`config.mk`:
```
export PLATFORM = sky130hd
export DESIGN_NAME = arb_mux
export DESIGN_NICKNAME = d
export VERILOG_FILES = /design/src/rtl/mux_pkg.sv /design/src/rtl/rr_pick.sv /design/src/rtl/arb_mux.sv
export SDC_FILE = /design/constraint.sdc
export NUM_CORES = 1
export LEC_CHECK = 0
export ABC_AREA = 1
export ABC_CLOCK_PERIOD_IN_PS = 6400
export BUFFER_PORTS_ARGS = -buffer_cell sky130_fd_sc_hd__buf_4
export CORE_ASPECT_RATIO = 0.75
export CORE_MARGIN = 2
export CORE_UTILIZATION = 46
export DETAILED_ROUTE_END_ITERATION = 16
export PLACE_DENSITY = 0.85
export SKIP_LAST_GASP = 1
export SYNTH_ARGS = -nofsm -noshare
export SYNTH_HDL_FRONTEND = slang
export SYNTH_SLANG_ARGS = --single-unit
```
`constraint.sdc`:
```
create_clock -name CLK -period 6.4 [get_ports CLK]
set_input_delay 1.6 -clock CLK [delete_from_list [all_inputs] [get_ports CLK]]
set_output_delay 1.6 -clock CLK [all_outputs]
set_load 0.1 [all_outputs]
```
`src/rtl/mux_pkg.sv`:
```
// -----------------------------------------------------------------------------
// mux_pkg
//   Shared constants and helpers for the arb_mux select block and its users.
//
//   Contents:
//     sel_width()        width of a channel index for a given channel count
//     MODE_FIXED/MODE_RR values for the arb_mux RR_EN parameter
//     CH_ALU..CH_PC      channel numbering used by the datapath producers
// -----------------------------------------------------------------------------
package mux_pkg;

    // Arbitration modes (RR_EN parameter values)
    localparam int MODE_FIXED = 0;
    localparam int MODE_RR    = 1;

    // Datapath source channel assignment
    localparam int CH_ALU = 0;
    localparam int CH_MEM = 1;
    localparam int CH_IMM = 2;
    localparam int CH_PC  = 3;

    // Index width for n channels; never narrower than one bit so that a
    // two-channel instance still has a usable select port.
    function automatic int sel_width(input int n);
        return (n <= 2) ? 1 : $clog2(n);
    endfunction

endpackage

```
`src/rtl/rr_pick.sv`:
```
// -----------------------------------------------------------------------------
// rr_pick
//   Combinational first-set picker. Starting at start_i and searching upward
//   (wrapping from NUM_CH-1 back to 0), returns the first index whose request
//   bit is set. Tying start_i to zero turns it into a lowest-index-wins
//   priority encoder.
//
//   Ports:
//     req_i         [NUM_CH-1:0] request vector
//     start_i       [SEL_W-1:0]  first index to consider (must be < NUM_CH)
//     grant_o       [SEL_W-1:0]  winning index (0 when nothing requests)
//     grant_valid_o              at least one request was set
// -----------------------------------------------------------------------------
module rr_pick #(
    parameter int NUM_CH = 4,
    parameter int SEL_W  = 2
) (
    input  logic [NUM_CH-1:0] req_i,
    input  logic [SEL_W-1:0]  start_i,
    output logic [SEL_W-1:0]  grant_o,
    output logic              grant_valid_o
);

    int pos;

    // Walk the offsets from farthest to nearest so that the nearest set
    // request is the last one written and therefore wins.
    always_comb begin
        grant_o       = '0;
        grant_valid_o = 1'b0;
        pos           = 0;
        for (int k = NUM_CH - 1; k >= 0; k--) begin
            pos = int'(start_i) + k;
            if (pos >= NUM_CH) begin
                pos = pos - NUM_CH;
            end
            if (req_i[pos[SEL_W-1:0]]) begin
                grant_o       = pos[SEL_W-1:0];
                grant_valid_o = 1'b1;
            end
        end
    end

endmodule

```
`src/rtl/arb_mux.sv`:
```
// -----------------------------------------------------------------------------
// arb_mux
//   Registered NUM_CH-way valid/ready merge. Each transfer's source is either
//   a forced channel (Force_En/Force_Sel, the old operand-mux behaviour), the
//   lowest valid channel (RR_EN = MODE_FIXED) or the next valid channel after
//   the last one served (RR_EN = MODE_RR). The output is a single register
//   stage that refills in the same cycle it drains, so a steadily ready
//   consumer sees one word per clock.
//
//   Ports:
//     CLK        rising-edge clock
//     Reset      synchronous active-high reset, dominates everything
//     In_Valid   [NUM_CH]        per-source valid
//     In_Ready   [NUM_CH]        per-source accept (combinational, one-hot or 0)
//     In_Data    [NUM_CH*WIDTH]  packed source data, channel i at [i*WIDTH +: WIDTH]
//     Force_En   bypass arbitration and take Force_Sel
//     Force_Sel  [SEL_W]         forced source index
//     Out_Valid  registered output valid
//     Out_Ready  consumer accept
//     Out_Data   [WIDTH]         registered output data
//     Out_Sel    [SEL_W]         source index of Out_Data
// -----------------------------------------------------------------------------
module arb_mux
    import mux_pkg::*;
#(
    parameter  int NUM_CH = 4,
    parameter  int WIDTH  = 32,
    parameter  int RR_EN  = MODE_RR,
    localparam int SEL_W  = sel_width(NUM_CH)
) (
    input  logic                    CLK,
    input  logic                    Reset,
    input  logic [NUM_CH-1:0]       In_Valid,
    output logic [NUM_CH-1:0]       In_Ready,
    input  logic [NUM_CH*WIDTH-1:0] In_Data,
    input  logic                    Force_En,
    input  logic [SEL_W-1:0]        Force_Sel,
    output logic                    Out_Valid,
    input  logic                    Out_Ready,
    output logic [WIDTH-1:0]        Out_Data,
    output logic [SEL_W-1:0]        Out_Sel
);

    // -------------------------------------------------------------------------
    // State
    // -------------------------------------------------------------------------
    logic [SEL_W-1:0] rr_ptr_q,    rr_ptr_d;
    logic             out_valid_q, out_valid_d;
    logic [WIDTH-1:0] out_data_q,  out_data_d;
    logic [SEL_W-1:0] out_sel_q,   out_sel_d;

    // -------------------------------------------------------------------------
    // Grant selection
    // -------------------------------------------------------------------------
    logic [SEL_W-1:0] arb_start;
    logic [SEL_W-1:0] arb_grant;
    logic             arb_valid;
    logic             force_valid;
    logic [SEL_W-1:0] grant;
    logic             grant_valid;
    logic [WIDTH-1:0] grant_data;
    logic             load;
    logic             xfer;

    // Fixed priority is the round-robin search anchored at channel 0.
    assign arb_start = (RR_EN == MODE_RR) ? rr_ptr_q : '0;

    rr_pick #(
        .NUM_CH (NUM_CH),
        .SEL_W  (SEL_W)
    ) u_rr_pick (
        .req_i         (In_Valid),
        .start_i       (arb_start),
        .grant_o       (arb_grant),
        .grant_valid_o (arb_valid)
    );

    // Compare against every legal index rather than indexing In_Valid
    // directly: an out-of-range Force_Sel then simply matches nothing and
    // yields no grant.
    always_comb begin
        force_valid = 1'b0;
        for (int i = 0; i < NUM_CH; i++) begin
            if (Force_Sel == SEL_W'(i)) begin
                force_valid = In_Valid[i];
            end
        end
    end

    always_comb begin
        if (Force_En) begin
            grant       = Force_Sel;
            grant_valid = force_valid;
        end else begin
            grant       = arb_grant;
            grant_valid = arb_valid;
        end
    end

    always_comb begin
        grant_data = '0;
        for (int i = 0; i < NUM_CH; i++) begin
            if (grant == SEL_W'(i)) begin
                grant_data = In_Data[i*WIDTH +: WIDTH];
            end
        end
    end

    // The output register can take a word when it is empty or being drained
    // this cycle; that is what gives back-to-back transfers with no bubble.
    assign load = ~out_valid_q | Out_Ready;
    assign xfer = load & grant_valid & ~Reset;

    always_comb begin
        In_Ready = '0;
        for (int i = 0; i < NUM_CH; i++) begin
            In_Ready[i] = xfer & (grant == SEL_W'(i));
        end
    end

    // -------------------------------------------------------------------------
    // Next state
    // -------------------------------------------------------------------------
    always_comb begin
        out_valid_d = out_valid_q;
        out_data_d  = out_data_q;
        out_sel_d   = out_sel_q;
        rr_ptr_d    = rr_ptr_q;

        if (load) begin
            out_valid_d = grant_valid;
            if (grant_valid) begin
                out_data_d = grant_data;
                out_sel_d  = grant;
            end
        end

        // Forced transfers advance the pointer too, so arbitration resumes
        // after whichever channel was served last.
        if (xfer) begin
            if (grant == SEL_W'(NUM_CH - 1)) begin
                rr_ptr_d = '0;
            end else begin
                rr_ptr_d = grant + SEL_W'(1);
            end
        end
    end

    // -------------------------------------------------------------------------
    // Registers
    // -------------------------------------------------------------------------
    always_ff @(posedge CLK) begin
        if (Reset) begin
            out_valid_q <= 1'b0;
            out_data_q  <= '0;
            out_sel_q   <= '0;
            rr_ptr_q    <= '0;
        end else begin
            out_valid_q <= out_valid_d;
            out_data_q  <= out_data_d;
            out_sel_q   <= out_sel_d;
            rr_ptr_q    <= rr_ptr_d;
        end
    end

    assign Out_Valid = out_valid_q;
    assign Out_Data  = out_data_q;
    assign Out_Sel   = out_sel_q;

`ifndef SYNTHESIS
    // Only one source may be accepted per cycle.
    a_ready_onehot : assert property (@(posedge CLK) $onehot0(In_Ready));

    // A stalled output word must not change underneath the consumer.
    a_hold_stable : assert property (
        @(posedge CLK) disable iff (Reset)
        (Out_Valid && !Out_Ready) |=> (Out_Valid && $stable(Out_Data) && $stable(Out_Sel))
    );
`endif

endmodule

```
==> results.cfg <==
[synth]
ys_warn_count = 0
synthDistinctLibCells = 26
yosysTopAreaCell = dfxtp_1
avgSynthCellArea_um2 = 6.397
ys_seq_area_frac = 0.2783
syn_inst = 416
synth_top_area_frac = 0.2783
synth_area_mm2 = 0.002661
syn-num-nets = 558
synth_seq_cells = 37
synth_top_cells_by_area = dfxtp_1 (28%), a21oi_1 (13%), nand2_1 (13%)

[route]
vias = 3444
antenna_left = 0
avgViaCountPerCell = 5.356
drt-total-wl_mm = 9.503
dr.pass1.iters = 5
drt_iter0_markers = 140
drc_errors = 0
wl_per_cell_um = 14.78

[critical_path]
reg2reg_slack_ps = 3290
crit_path_cell_trace = buf_4, inv_1, a21oi_1, o21ai_0, nand3_1, nand3_4, inv_4, nand2_1, nor2_1, buf_4
cp.arrival_ps = 3360
worst_r2r_path_depth = 19
slowest_stage = inv_4
crit_fanout = 68
slowest_delay_ps = 470
critPathKind = input port to primary output
crit_path_end_kind = primary output
cp_top_family = buffers and inverters
path_depth = 10
reg2reg_from = arb_start[0]
crit_path_frequent_cell = buf_4
crit_path_start = Force_Sel[0]
crit_path_start_kind = input port
cp.required_ps = 4800
crit_buf_inv = 4

[grt]
grt_pass1_vias = 3172
grt_max_degree = 69
grt.overflow.total = 0
grt-busiest-layer = met2
grt_usage = 0.2862
met1_usage = 0.3260
grt_use_met2 = 0.5172
antenna_found_initial = 0
grtUsageMet3 = 0.08846
grt_pass1_wl_mm = 14.86

[layout]
diodes = 0
multiInputGateArea_mm2 = 0.001648
seq_area_um2 = 740.7
nFillCells = 470
num-nets-final = 710
drive_above_1_share = 0.3521
fin_area_mm2 = 0.004034
area_growth_syn_to_layout_pct = 51.58
layout.cells.non_filler = 643

[sta]
fin_setup_tns_ps = 0
whs_ps = 469.0
max_freq_mhz = 201.6
rsz0062_at_grt = false
period_share = 0.7752
min_period_ps = 4961
slew_viol_final = 0
finalHoldViolations = 0
setup_viol = 0
fin_worst_skew_ps = 5.208
worstMarginPinSlew_ps = 608.4
slew_headroom = 0.5944

[worst_hold_path]
holdPathStages = 1
hp-class = flop to flop
holdCritStartpoint = Out_Data[12]

[flow_run]
drv_cap = 0

[power]
p_per_area_mw_per_mm2 = 329.7
leakage_nw = 2.075
irDropWorstVdd_mv = 0.1812

[placement]
io_buffer_count = 176
hpwl_mm = 6.847
gp_congestion = 0.8473
place_inst = 636
dpl_cell_area_mm2 = 0.003930

[clock_network]
clkSinkCount = 37
cts_buffer_depth = 2
clkTransAtPathRegs_ps = 70
cts-root-buf = clkbuf_8
cts_resized = 0
postCtsHoldBufs = 0
cts_tree = yes
cts-buffers-inserted = 5
insertion_delay_ps = 290
cts_setup_buffers = 0
cts_max_level = 2

[die]
design.core.area_mm2 = 0.005468
die_area_mm2 = 0.006416
rows = 23
io-pin-count = 177
start_util = 0.4867
die_x_um = 91.83
die_height_um = 69.87

[outcome]
outcome = complete, no violations
-- cells by family after synthesis --
| group | after synthesis | share of synthesized area |
|---|---|---|
| buf+inv | 58 | 0.1025 |
| flops | 37 | 0.2783 |
| xor+xnor | 1 | 0.003292 |
| compound gates | 170 | 0.3554 |
| simple gates | 146 | 0.2417 |
| fa+ha+maj | 4 | 0.01881 |
-- path summary, 6_finish.rpt --
check | endpoint
max | In_Ready[2]
min | Out_Data[12]
max reg2reg | Out_Data[18]
min reg2reg | Out_Data[12]
-- cells in the mapped netlist, drive strengths merged --
| library cell | n |
|---|---|
| a211oi | 1 |
| a21oi | 68 |
| buf | 20 |
| clkbuf | 17 |
| dfxtp | 37 |
| ha | 4 |
| inv | 21 |
| nand2 | 92 |
| nand3 | 43 |
| nand4 | 3 |
| nor2 | 8 |
| o211ai | 1 |
| o21a | 33 |
| o21ai | 67 |
| xnor2 | 1 |
-- flip-flops by register name (all words and copies together) (netlist names) --
register	flops
Out_Data	32
Out_Sel	2
arb_start	2
Out_Valid	1
-- power breakdown --
part	leakage [nW]	internal [mW]	switching, mW
Sequential	0.308	0.274	0.0277
Combinational	1.71	0.242	0.591
Clock	0.0540	0.113	0.0820
-- worst register-to-register path, delay by kind of cell (launching register included) --
family,cells,cell delay (ps)
simple gates,10,1100
compound gates,5,660
flops,1,610
buf+inv,3,490
fa+ha+maj,1,210
-- stage by stage --
step	total power, mW	utilization	worst slack (ps)
after global placement	1.119	0.7188	1518
after detailed placement	1.135	0.7188	1439
after floorplan	0.9326	-	630.4
after CTS	1.331	0.7378	1431
after global routing	1.409	0.7378	1199
final	1.330	0.7378	1439
-- metal layers --
layer  routed length [µm]  up-vias  part of all wire
li1                     -     1736                 -
met1                 3725     1542              0.39
met2                 4793      153              0.50
met3                  847       13             0.089
met4                  137        0             0.014
met5                    0        -                 0
-- final cells by class --
class,instances,share of cell area
Multi-Input combinational cell,321,0.4085
Sequential cell,37,0.1836
Inverter,21,0.02016
Timing Repair Buffer,182,0.3387
Clock buffer,5,0.01706
Clock inverter,2,0.008685
Tap cell,75,0.02326
-- cell usage in the layout, fill, tap and decap left out, drive strengths merged --
master / instances
nand3: 43
a211oi: 1
o21ai: 67
nand2: 92
buf: 182
bufinv: 1
xnor2: 1
inv: 21
clkinv: 1
o21a: 33
ha: 4
o211ai: 1
dfxtp: 37
clkbuf: 5
nand4: 3
nor2: 8
a21oi: 68
(Power assumes the default switching activity.)
